### config.mk
export PLATFORM = sky130hd
export DESIGN_NAME = lingret_alu_seq
export DESIGN_NICKNAME = d
export VERILOG_FILES = /design/src/rtl/lingret_alu_pkg.sv /design/src/rtl/lingret_alu_mul.sv /design/src/rtl/lingret_alu_seq.sv
export SDC_FILE = /design/constraint.sdc
export NUM_CORES = 1
export LEC_CHECK = 0
export CAP_MARGIN = 20
export CORE_ASPECT_RATIO = 1.5
export CORE_UTILIZATION = 35
export DETAILED_ROUTE_END_ITERATION = 6
export PLACE_DENSITY_LB_ADDON = 0.12
export RECOVER_POWER = 100
export SLEW_MARGIN = 10
export SYNTH_ARGS = -nofsm -noshare
export SYNTH_HDL_FRONTEND = slang
export SYNTH_HIERARCHICAL = 1
export SYNTH_SLANG_ARGS = --single-unit
### constraint.sdc
create_clock -name clk -period 2.3 [get_ports clk]
set_input_delay 0.46 -clock clk [delete_from_list [all_inputs] [get_ports clk]]
set_output_delay 0.46 -clock clk [all_outputs]
set_load 0.005 [all_outputs]
### src/rtl/lingret_alu_pkg.sv
// Shared opcode and FSM encodings for the sequential ALU.
// LINGRET_ALU_MUL_EN selects the iterative multiplier build.
package lingret_alu_pkg;

    typedef enum logic [2:0] {
        OP_ADD = 3'b000,
        OP_SUB = 3'b001,
        OP_AND = 3'b010,
        OP_OR  = 3'b011,
        OP_XOR = 3'b100,
        OP_SHL = 3'b101,
        OP_SHR = 3'b110,
        OP_MUL = 3'b111
    } op_e;

    typedef enum logic [1:0] {
        S_IDLE = 2'b00,
        S_EXEC = 2'b01,
        S_DONE = 2'b10
    } state_e;

endpackage

### src/rtl/lingret_alu_mul.sv
// Iterative shift-add multiplier, one partial product per enabled cycle.
// Only instantiated when LINGRET_ALU_MUL_EN is defined.
module lingret_alu_mul
    import lingret_alu_pkg::*;
#(
    parameter int WIDTH = 8
) (
    input  logic               clk,
    input  logic               rst_n,
    input  logic               ena,
    input  logic               start,
    input  logic [WIDTH-1:0]   a,
    input  logic [WIDTH-1:0]   b,
    output logic               done,
    output logic [2*WIDTH-1:0] product
);

    localparam int SHW = $clog2(WIDTH);

    logic [2*WIDTH-1:0] mcand;
    logic [WIDTH-1:0]   mplier;
    logic [SHW-1:0]     cnt;
    logic               busy;

    always_ff @(posedge clk or negedge rst_n) begin
        if (!rst_n) begin
            product <= '0;
            mcand   <= '0;
            mplier  <= '0;
            cnt     <= '0;
            busy    <= 1'b0;
            done    <= 1'b0;
        end else if (ena) begin
            if (start) begin
                product <= '0;
                mcand   <= {{WIDTH{1'b0}}, a};
                mplier  <= b;
                cnt     <= '0;
                busy    <= 1'b1;
                done    <= 1'b0;
            end else if (busy) begin
                if (mplier[0]) begin
                    product <= product + mcand;
                end
                mcand  <= mcand << 1;
                mplier <= mplier >> 1;
                cnt    <= cnt + 1'b1;
                // last of WIDTH iterations
                if (cnt == SHW'(WIDTH - 1)) begin
                    busy <= 1'b0;
                    done <= 1'b1;
                end
            end
        end
    end

endmodule

### src/rtl/lingret_alu_seq.sv
// Handshaked registered ALU with one transaction in flight.
// Define LINGRET_ALU_MUL_EN to enable the multi-cycle multiplier for op 111.
module lingret_alu_seq
    import lingret_alu_pkg::*;
#(
    parameter int WIDTH = 8
) (
    input  logic             clk,
    input  logic             rst_n,
    input  logic             ena,
    input  logic             in_valid,
    output logic             in_ready,
    input  logic [2:0]       op,
    input  logic [WIDTH-1:0] a,
    input  logic [WIDTH-1:0] b,
    output logic             out_valid,
    input  logic             out_ready,
    output logic [WIDTH-1:0] result,
    output logic             carry,
    output logic             zero,
    output logic             overflow,
    output logic             illegal
);

    localparam int SHW = $clog2(WIDTH);
    localparam int MSB = WIDTH - 1;

    state_e           state;
    op_e              op_q;
    logic [WIDTH-1:0] a_q;
    logic [WIDTH-1:0] b_q;

    logic [WIDTH:0]   sum;
    logic [WIDTH:0]   diff;
    logic [WIDTH-1:0] b_neg;
    logic [WIDTH-1:0] res;
    logic             f_c;
    logic             f_ov;
    logic             f_il;

    assign in_ready = ena && (state == S_IDLE);

`ifdef LINGRET_ALU_MUL_EN
    logic               is_mul;
    logic               mul_start;
    logic               mul_done;
    logic [2*WIDTH-1:0] mul_prod;

    assign is_mul    = (op_e'(op) == OP_MUL);
    assign mul_start = in_ready && in_valid && is_mul;

    lingret_alu_mul #(
        .WIDTH (WIDTH)
    ) u_mul (
        .clk     (clk),
        .rst_n   (rst_n),
        .ena     (ena),
        .start   (mul_start),
        .a       (a),
        .b       (b),
        .done    (mul_done),
        .product (mul_prod)
    );
`endif

    assign sum   = {1'b0, a_q} + {1'b0, b_q};
    assign diff  = {1'b0, a_q} - {1'b0, b_q};
    assign b_neg = ~b_q + 1'b1;

    always_comb begin
        res  = '0;
        f_c  = 1'b0;
        f_ov = 1'b0;
        f_il = 1'b0;
        unique case (op_q)
            OP_ADD: begin
                res  = sum[MSB:0];
                f_c  = sum[WIDTH];
                f_ov = (a_q[MSB] == b_q[MSB]) && (sum[MSB] != a_q[MSB]);
            end
            OP_SUB: begin
                // borrow out of the extended subtract is exactly a < b
                res  = diff[MSB:0];
                f_c  = diff[WIDTH];
                f_ov = (a_q[MSB] == b_neg[MSB]) && (diff[MSB] != a_q[MSB]);
            end
            OP_AND: res = a_q & b_q;
            OP_OR:  res = a_q | b_q;
            OP_XOR: res = a_q ^ b_q;
            OP_SHL: res = a_q << b_q[SHW-1:0];
            OP_SHR: res = a_q >> b_q[SHW-1:0];
            OP_MUL: begin
`ifdef LINGRET_ALU_MUL_EN
                res = mul_prod[MSB:0];
                f_c = |mul_prod[2*WIDTH-1:WIDTH];
`else
                f_il = 1'b1;
`endif
            end
            default: ;
        endcase
    end

    always_ff @(posedge clk or negedge rst_n) begin
        if (!rst_n) begin
            state     <= S_IDLE;
            op_q      <= OP_ADD;
            a_q       <= '0;
            b_q       <= '0;
            out_valid <= 1'b0;
            result    <= '0;
            carry     <= 1'b0;
            zero      <= 1'b0;
            overflow  <= 1'b0;
            illegal   <= 1'b0;
        end else if (ena) begin
            unique case (state)
                S_IDLE: begin
                    if (in_valid) begin
                        op_q <= op_e'(op);
                        a_q  <= a;
                        b_q  <= b;
`ifdef LINGRET_ALU_MUL_EN
                        state <= is_mul ? S_EXEC : S_DONE;
`else
                        state <= S_DONE;
`endif
                    end
                end
                S_EXEC: begin
`ifdef LINGRET_ALU_MUL_EN
                    if (mul_done) begin
                        result    <= res;
                        carry     <= f_c;
                        zero      <= (res == '0);
                        overflow  <= f_ov;
                        illegal   <= f_il;
                        out_valid <= 1'b1;
                        state     <= S_DONE;
                    end
`else
                    state <= S_DONE;
`endif
                end
                S_DONE: begin
                    // first DONE cycle registers the single-cycle result
                    if (!out_valid) begin
                        result    <= res;
                        carry     <= f_c;
                        zero      <= (res == '0);
                        overflow  <= f_ov;
                        illegal   <= f_il;
                        out_valid <= 1'b1;
                    end else if (out_ready) begin
                        out_valid <= 1'b0;
                        state     <= S_IDLE;
                    end
                end
                default: state <= S_IDLE;
            endcase
        end
    end

endmodule

==> results of run 1 <==
## layout by cell type, fill, tap and decap left out, types with 3 or more instances in the layout
cell type        Yosys  routed
a21o_1               3       3
inv_1               22      19
o31ai_1              4       4
ha_4                 0       6
nor3_1               4       4
xnor2_1              6       6
clkbuf_16            0       5
ha_1                25      17
mux2_2              22      22
a22oi_1              3       3
a21oi_1             25      20
nand2_1             28      28
nand2b_1             6       6
dfrtp_1             33      32
clkdlybuf4s50_1      0      22
inv_2                1       4
a211oi_1             8       7
a31oi_1              9       8
mux2i_1             12      12
nand3b_1             4       4
o21ai_1              2       5
o21ai_0             18      14
nor2_1              24      24
nand3_1              7       7
buf_4                3      76
dlygate4sd3_1        0      15
buf_6                3       9
nor2b_1              5       5
a21oi_2              0       5
## worst min-delay path by stage
stage	to	slack (ns)
2_1_floorplan	a_q[0]	0.16
3_3_place_gp	result[1]	0.46
3_5_place_dp	result[1]	0.47
4_1_cts	result[0]	0.48
5_1_grt	result[0]	0.51
6_report	result[1]	0.47
## critical path, stage by stage (launching register included)
cell and delay [ns]:
dfrtp_1 0.41, buf_6 0.13, ha_4 0.16, fa_2 0.41, a21o_1 0.21, a21oi_2 0.17, buf_4 0.14, a2bb2oi_4 0.15
a21oi_2 0.07, xnor2_1 0.16, a21oi_1 0.09, a32o_2 0.25
## area by class of cell
cell class	instances	area [um2]	area share, %
inverters	23	86.3	1.97
well taps	105	131	2.99
flip-flops and latches	33	827	18.9
clock inverters	1	30.0	0.685
repair buffers	125	1060	24.1
clock buffers	7	143	3.25
multi-input cells	258	2110	48.2
## routing by layer
| layer | track usage [%] | vias up | share of wire [%] |
|---|---|---|---|
| met5 | 0 | - | 0 |
| met4 | 10.6 | 0 | 3.0 |
| met3 | 3.57 | 20 | 3.2 |
| met2 | 37.1 | 66 | 53 |
| met1 | 23.7 | 1350 | 41 |
| li1 | - | 1428 | - |
## report_power, final
group	switching (W)	internal, W
Sequential	0.000292	0.000870
Clock	0.000244	0.000541
Combinational	0.00303	0.00325
## flip-flops by register name, summed over array words and instances, names as in the netlist
name,count
a_q,8
b_q,8
result,8
op_q,3
carry,1
illegal,1
out_valid,1
overflow,1
state,1
zero,1
## kinds of logic after synthesis
family / synth area share [%]
multiplexers: 12.4
XOR/XNOR: 2.36
adder cells (fa/ha/maj): 11.9
AO/OA/AOI/OAI: 21.1
AND/OR/NAND/NOR: 17.4
flip-flops: 27.8
buffers and inverters: 6.96
## per-stage QoR
| stage | setup TNS (ns) | area (um2) | utilization (%) | total power (W) |
|---|---|---|---|---|
| 3_5_place_dp | -0.739 | 3940 | 48.6 | 0.00667 |
| 4_1_cts | -0.190 | 4230 | 52.2 | 0.00778 |
| 2_1_floorplan | -0.161 | 2970 | - | 0.00438 |
| 5_1_grt | -1.15 | 4390 | 54.1 | 0.00890 |
| 3_3_place_gp | -0.538 | 3940 | 48.6 | 0.00665 |
| 6_report | -0.410 | 4390 | 54.1 | 0.00822 |
## timing repair
item | 4_1_cts | 5_1_grt
buffers inserted | 6 | 4
resized for setup | 23 | 28
gates cloned | 0 | 0
hold endpoints to repair | 0 | 0
pin swaps | 8 | 15
setup endpoints to repair | 6 | 8
==> reports/qor.yml, run 1 <==
drtIter0Drc: 145
antenna_found_initial: 0
yosysWarnings: 6
r2r_cells: 11
port_buffers: 37
clk_latency_ns: 0.28
cp.required_ns: 2.47
ctsRootBufferMaster: "clkbuf_16"
vdd_drop_max_mv: 0.772
grt_use_total_pct: 20.8
r2r_setup_slack_ns: -0.15
holdWs_ns: 0.468
crit_type: "reg2reg"
core-area_um2: 8110
synth_common_cells: "dfrtp_1, nand2_1, a21oi_1, ha_1, nor2_1"
leakagePower_nw: 1.95
cp_max_fo: 3
synth_top_area_cell: "dfrtp_1"
async_reset_ff_share_pct: 100
drc: 0
ant_nets: 0
start_util_pct: 36.6
place_congestion: 0.892
rr_startpoint: "a_q[0]"
status: "finished, violations left"
rsz0062_at_grt: "true"
fin_crit_sh_pct: 107
crit_end: "zero"
max_freq_mhz: 407
layout_setup_ws_ns: -0.155
die_y_um: 115
antenna_cells: 0
hold_violations: 0
period_needed_ns: 2.45
fp.dieW_um: 77.2
maxSlewViolCount: 0
p_per_area_nw_per_um2: 1870
dr.pass1.iters: 4
clkTransAtPathRegs_ns: 0.05
yosys-top-cells-area: "dfrtp_1, ha_1, mux2_2, a21oi_1, mux2i_1"
yosys.cell_count.top_type: "dfrtp_1"
grt_pass1_wl_mm: 14.2
avgSynthCellArea_um2: 8.88
synthFlopType: "dfrtp_1"
design.die.area_um2: 8850
slew_headroom_pct: 44.4
syn_to_final_growth_pct: 47.9
holdCritStartpoint: "result[1]"
cts_tree: "done"
drt_wl_total_mm: 8.77
stdcell_count: 552
fillCellCount: 779
fin_worst_skew_ns: 0.00556
hold_buffers: 0
vias_per_cell: 5.19
endpoint_kind: "register"
tightest_slew_ns: 0.833
grt_start_max_net_pins: 34
io_pins: 38
dp_cells: 535
grt_pass1_vias: 2880
synth-seq-area-share_pct: 27.8
place_ws_ns: -0.235
hp-class: "reg2reg"
clk_path_buf_depth: 2
min_path_cells: 2
cp-start-kind: "register"
routedWlPerCell_um: 15.9
netlist_instances: 334
vias: 2864
layout-drive-gt1-share_pct: 35.1
worst_ep_arrival_time_ns: 2.62
fin_nets: 497
crit_start: "a_q[0]"
ys_ff_latch: 33
setup_viol: 5
rows: 40
maxCapViolations: 0
netlist_area_um2: 2970
violations: "negative setup slack"
yosysUniqueCellTypes: 62
numClockSinks: 33
synth_top_area_share_pct: 27.8
grt-ovfl-total: 0
cts_buffers: 5
synth_edf_count: 0
place.detailed.hpwl_mm: 6.80
syn-num-nets: 385
rr_endpoint: "zero"
htreeDepth: 2
No activity file was read; power rests on OpenSTA's default activity.
==> run 2: changes to the inputs <==
Settings changed: MAX_ROUTING_LAYER from default to met4.
Clock period 2.3 ns to 2.1 ns, I/O delays scaled along.
==> reports/qor.yml, run 2 (same netlist as run 1, synthesis figures left out) <==
stdcell_count: 563  # was 552
fp.dieW_um: 77.2  # unchanged
fin_crit_sh_pct: 116  # was 107%
grt_pass1_vias: 3004  # was 2880
layout-drive-gt1-share_pct: 38.6  # was 35.1%
violations: "negative setup slack"  # unchanged
dr.pass1.iters: 4  # unchanged
final_cell_mix: "buf_4, dfrtp_1, nand2_1"  # unchanged
stdcell_area_um2: 4490  # was 4390 um2
status: "finished, violations left"  # unchanged
grt_pass1_wl_mm: 15.2  # was 14.2 mm
crit_type: "reg2reg"  # unchanged
tightest_slew_ns: 0.907  # was 0.833 ns
port_buffers: 37  # unchanged
clk_path_buf_depth: 2  # unchanged
endpoint_kind: "register"  # unchanged
grt-ovfl-total: 0  # unchanged
slew_headroom_pct: 39.4  # was 44.4%
syn_to_final_growth_pct: 51.5  # was 47.9%
placed_area_um2: 4120  # was 3940 um2
drc: 0  # unchanged
fin_worst_skew_ns: 0.00726  # was 0.00556 ns
maxCapViolations: 0  # unchanged
rsz0062_at_grt: "true"  # unchanged
cp-start-kind: "register"  # unchanged
die_y_um: 115  # unchanged
cpPeakStageDelay_ns: 0.45  # was 0.41 ns
core-area_um2: 8110  # unchanged
drtIter0Drc: 114  # was 145
design.die.area_um2: 8850  # unchanged
start_util_pct: 36.6  # unchanged
cts_tree: "done"  # unchanged
htreeDepth: 2  # unchanged
fin_nets: 508  # was 497
p_per_area_nw_per_um2: 2040  # was 1870 nW/um2
fillCellCount: 779  # unchanged
layout_setup_ws_ns: -0.327  # was -0.155 ns
vias_per_cell: 5.19  # about the same
clk_latency_ns: 0.29  # was 0.28 ns
antenna_found_initial: 0  # unchanged
io_pins: 38  # unchanged
largestRegisters: "a_q: 8 flops, b_q: 8 flops, result: 8 flops"  # unchanged
p_total_w: 0.00919  # was 0.00822 W
dp_cells: 551  # was 535
vias: 2920  # was 2864
worstPathCellList: "ha_4 > fa_2 > or3_4 > a31oi_4 > o311a_1 > a21oi_1 > xnor2_1 > a21oi_2 > a32o_2"  # was buf_6 > ha_4 > fa_2 > a21o_1 > a21oi_2 > buf_4 > a2bb2oi_4 > a21oi_2 > xnor2_1 > a21oi_1 > a32o_2
hold_violations: 0  # unchanged
maxSlewViolCount: 0  # unchanged
finalSetupTns_ns: -1.38  # was -0.410 ns
vdd_drop_max_mv: 0.766  # was 0.772 mV
clkTransAtPathRegs_ns: 0.05  # about the same
period_needed_ns: 2.43  # was 2.45 ns
final_util_pct: 55.4  # was 54.1%
worst_ep_arrival_time_ns: 2.60  # was 2.62 ns
max_freq_mhz: 412  # was 407 MHz
layout_commonest_cell: "buf_4"  # unchanged
place.detailed.hpwl_mm: 7.28  # was 6.80 mm
setup_viol: 7  # was 5
rows: 40  # unchanged
leakagePower_nw: 1.99  # was 1.95 nW
routedWlPerCell_um: 16.2  # was 15.9 um
drt_wl_total_mm: 9.13  # was 8.77 mm
numClockSinks: 33  # unchanged
cp.required_ns: 2.27  # was 2.47 ns
grt_use_total_pct: 23.0  # was 20.8%
place_congestion: 0.985  # was 0.892
ant_nets: 0  # unchanged
cp_max_fo: 3  # unchanged
hp-class: "reg2reg"  # unchanged
antenna_cells: 0  # unchanged
cpMaxStageDelayCell: "dfrtp_1"  # unchanged
ctsRootBufferMaster: "clkbuf_16"  # unchanged
grt_start_max_net_pins: 34  # unchanged
cts_buffers: 5  # unchanged
run 2: timing repair:
| action | 4_1_cts | 5_1_grt |
|---|---|---|
| pin swaps | 24 | 23 |
| gates cloned | 0 | 0 |
| endpoints found under the setup margin | 8 | 11 |
| gates resized for setup | 29 | 26 |
| buffers inserted | 6 | 1 |
| hold buffers | 0 | 0 |
run 2: path summary, 6_finish.rpt:
check	cells after the start	start	slack, ns	to
max	9	b_q[0]	-0.33	zero
min	2	result[1]	0.47	result[1]
max reg2reg	9	b_q[0]	-0.33	zero
min reg2reg	2	result[1]	0.47	result[1]
max in group asynchronous	2	rst_n	0.71	a_q[3]
min in group asynchronous	2	rst_n	0.79	zero
run 2: per-stage QoR:
stage | setup WS (ns) | hold WS [ns]
after floorplan | -0.251 | 0.124
after global placement | -0.389 | 0.461
after detailed placement | -0.395 | 0.470
after CTS | -0.343 | 0.482
after global routing | -0.446 | 0.504
final | -0.327 | 0.469
run 2: power breakdown:
group / internal, W / switching [W] / leakage [nW] / total (W)
sequential: 0.000956 / 0.000331 / 0.397 / 0.00129
combinational: 0.00373 / 0.00346 / 1.53 / 0.00718
clock: 0.000434 / 0.000281 / 0.0696 / 0.000715
run 2: critical path, delay by kind of cell (launching register included):
family | cells | cell delay [ns]
compound gates | 5 | 0.76
fa+ha+maj | 2 | 0.56
simple gates | 1 | 0.36
xor+xnor | 1 | 0.18
flops | 1 | 0.45
run 2: final cells by class:
class	count	area [um2]	area share, %
inverter	23	88.8	1.98
sequential	33	830	18.5
clock inverter	3	17.5	0.390
multi-input combinational	258	2140	47.6
timing repair buffer	136	1160	25.9
tap	105	131	2.92
clock buffer	5	125	2.78
run 2: per-layer routing:
metal | vias to the layer above | share of wire (%) | track usage [%]
met5 | - | 0 | -
met4 | 0 | 2.8 | 10.1
met3 | 20 | 2.9 | 3.97
met2 | 62 | 51 | 38.9
met1 | 1382 | 43 | 26.5
li1 | 1456 | - | -
==> run 3: changes to the inputs <==
Settings changed: CORE_UTILIZATION 35 to 51, CTS_CLUSTER_DIAMETER from default to 40.
==> reports/qor.yml, run 3 (same netlist as run 1, synthesis figures left out) <==
drc: 0  # unchanged
dp_cells: 508  # was 551
slew_headroom_pct: 42.4  # was 39.4%
antenna_found_initial: 0  # unchanged
clk_path_buf_depth: 2  # unchanged
start_util_pct: 53.6  # was 36.6%
fin_worst_skew_ns: 0.00818  # was 0.00726 ns
rsz0062_at_grt: "true"  # unchanged
stdcell_count: 524  # was 563
drtIter0Drc: 187  # was 114
leakagePower_nw: 1.95  # was 1.99 nW
grt_pass1_wl_mm: 14.5  # was 15.2 mm
hold_violations: 0  # unchanged
fin_nets: 504  # was 508
ant_nets: 0  # unchanged
fin_crit_sh_pct: 118  # was 116%
ctsRootBufferMaster: "clkbuf_8"  # was clkbuf_16
io_pins: 38  # unchanged
cp.required_ns: 2.34  # was 2.27 ns
cts_buffers: 5  # unchanged
fp.dieW_um: 64.3  # was 77.2 um
period_needed_ns: 2.49  # was 2.43 ns
grt_pass1_vias: 3009  # was 3004
crit_type: "reg2reg"  # unchanged
tightest_slew_ns: 0.864  # was 0.907 ns
max_freq_mhz: 402  # was 412 MHz
vias: 2983  # was 2920
clkTransAtPathRegs_ns: 0.08  # was 0.05 ns
p_total_w: 0.00885  # was 0.00919 W
p_per_area_nw_per_um2: 2030  # was 2040 nW/um2
setup_viol: 6  # was 7
layout_setup_ws_ns: -0.387  # was -0.327 ns
grt-ovfl-total: 0  # unchanged
vias_per_cell: 5.69  # was 5.19
htreeDepth: 2  # unchanged
cp-start-kind: "register"  # unchanged
antenna_cells: 0  # unchanged
syn_to_final_growth_pct: 47.0  # was 51.5%
hp-class: "reg2reg"  # unchanged
cts_tree: "done"  # unchanged
die_y_um: 95.4  # was 115 um
grt_start_max_net_pins: 34  # unchanged
final_cell_mix: "buf_4, dfrtp_1, nand2_1"  # unchanged
largestRegisters: "a_q: 8 flops, b_q: 8 flops, result: 8 flops"  # unchanged
endpoint_kind: "register"  # unchanged
place_ws_ns: -0.409  # was -0.395 ns
maxSlewViolCount: 0  # unchanged
maxCapViolations: 0  # unchanged
status: "finished, violations left"  # unchanged
worst_ep_arrival_time_ns: 2.72  # was 2.60 ns
drt_wl_total_mm: 9.03  # was 9.13 mm
vdd_drop_max_mv: 1.04  # was 0.766 mV
numClockSinks: 33  # unchanged
core-area_um2: 5530  # was 8110 um2
rows: 33  # was 40
place.detailed.hpwl_mm: 7.08  # was 7.28 mm
grt_use_total_pct: 32.3  # was 23.0%
design.die.area_um2: 6130  # was 8850 um2
cp_max_fo: 3  # unchanged
routedWlPerCell_um: 17.2  # was 16.2 um
place_congestion: 0.901  # was 0.985
layout-drive-gt1-share_pct: 38.5  # was 38.6%
violations: "negative setup slack"  # unchanged
dr.pass1.iters: 4  # unchanged
port_buffers: 37  # unchanged
hold_buffers: 0  # unchanged
clk_latency_ns: 0.30  # was 0.29 ns
layout_commonest_cell: "buf_4"  # unchanged
## run 3: timing repair
item,in CTS,in global routing
gates resized for setup,33,22
setup endpoints to repair,8,10
buffers inserted,4,5
pin swaps,8,20
## run 3: path summary, 6_finish.rpt
check / start / endpoint / slack (ns) / cells after the start
setup / recovery: b_q[0] / zero / -0.39 / 9
hold / removal: result[1] / result[1] / 0.47 / 2
setup reg to reg: b_q[0] / zero / -0.39 / 9
hold reg to reg: result[1] / result[1] / 0.47 / 2
max in group asynchronous: rst_n / a_q[3] / 0.73 / 2
min in group asynchronous: rst_n / result[0] / 0.77 / 2
## run 3: per-layer routing
| metal | vias to the layer above | track usage, % | share of wire [%] |
|---|---|---|---|
| met5 | - | - | 0 |
| met4 | 0 | 15.9 | 4.5 |
| met3 | 35 | 4.43 | 3.8 |
| met2 | 100 | 55.1 | 50 |
| met1 | 1403 | 36.9 | 42 |
| li1 | 1445 | - | - |
## run 3: cell type report
type | instances | area, um2
Multi-Input combinational cell | 258 | 2170
Fill cell | 379 | 1170
Timing Repair Buffer | 132 | 1100
Sequential cell | 33 | 832
Inverter | 23 | 88.8
Tap cell | 70 | 87.6
Clock buffer | 5 | 68.8
Clock inverter | 3 | 17.5
## run 3: power breakdown
group	switching, W	leakage, nW	internal, W	total (W)
Combinational	0.00347	1.51	0.00359	0.00707
Clock	0.000262	0.0439	0.000229	0.000490
Sequential	0.000338	0.395	0.000958	0.00130
## run 3: worst max-delay path: stages (launching register included)
cell      delay, ns
dfrtp_2        0.46
ha_4           0.18
fa_2           0.37
or3_4          0.38
a31oi_4        0.15
a21oi_2        0.05
xor2_1         0.17
a221oi_2       0.27
and4_1         0.24
a32o_2         0.17
## run 3: stage by stage
| stage | util [%] | cell area (um2) | TNS [ns] | hold slack (ns) |
|---|---|---|---|---|
| 3_5_place_dp | 72.5 | 4010 | -1.71 | 0.469 |
| 6_report | 78.8 | 4360 | -1.29 | 0.469 |
| 3_3_place_gp | 72.5 | 4010 | -1.39 | 0.460 |
| 2_1_floorplan | - | 3000 | -0.511 | 0.124 |
| 4_1_cts | 77.1 | 4270 | -1.06 | 0.487 |
| 5_1_grt | 78.8 | 4360 | -1.99 | 0.487 |
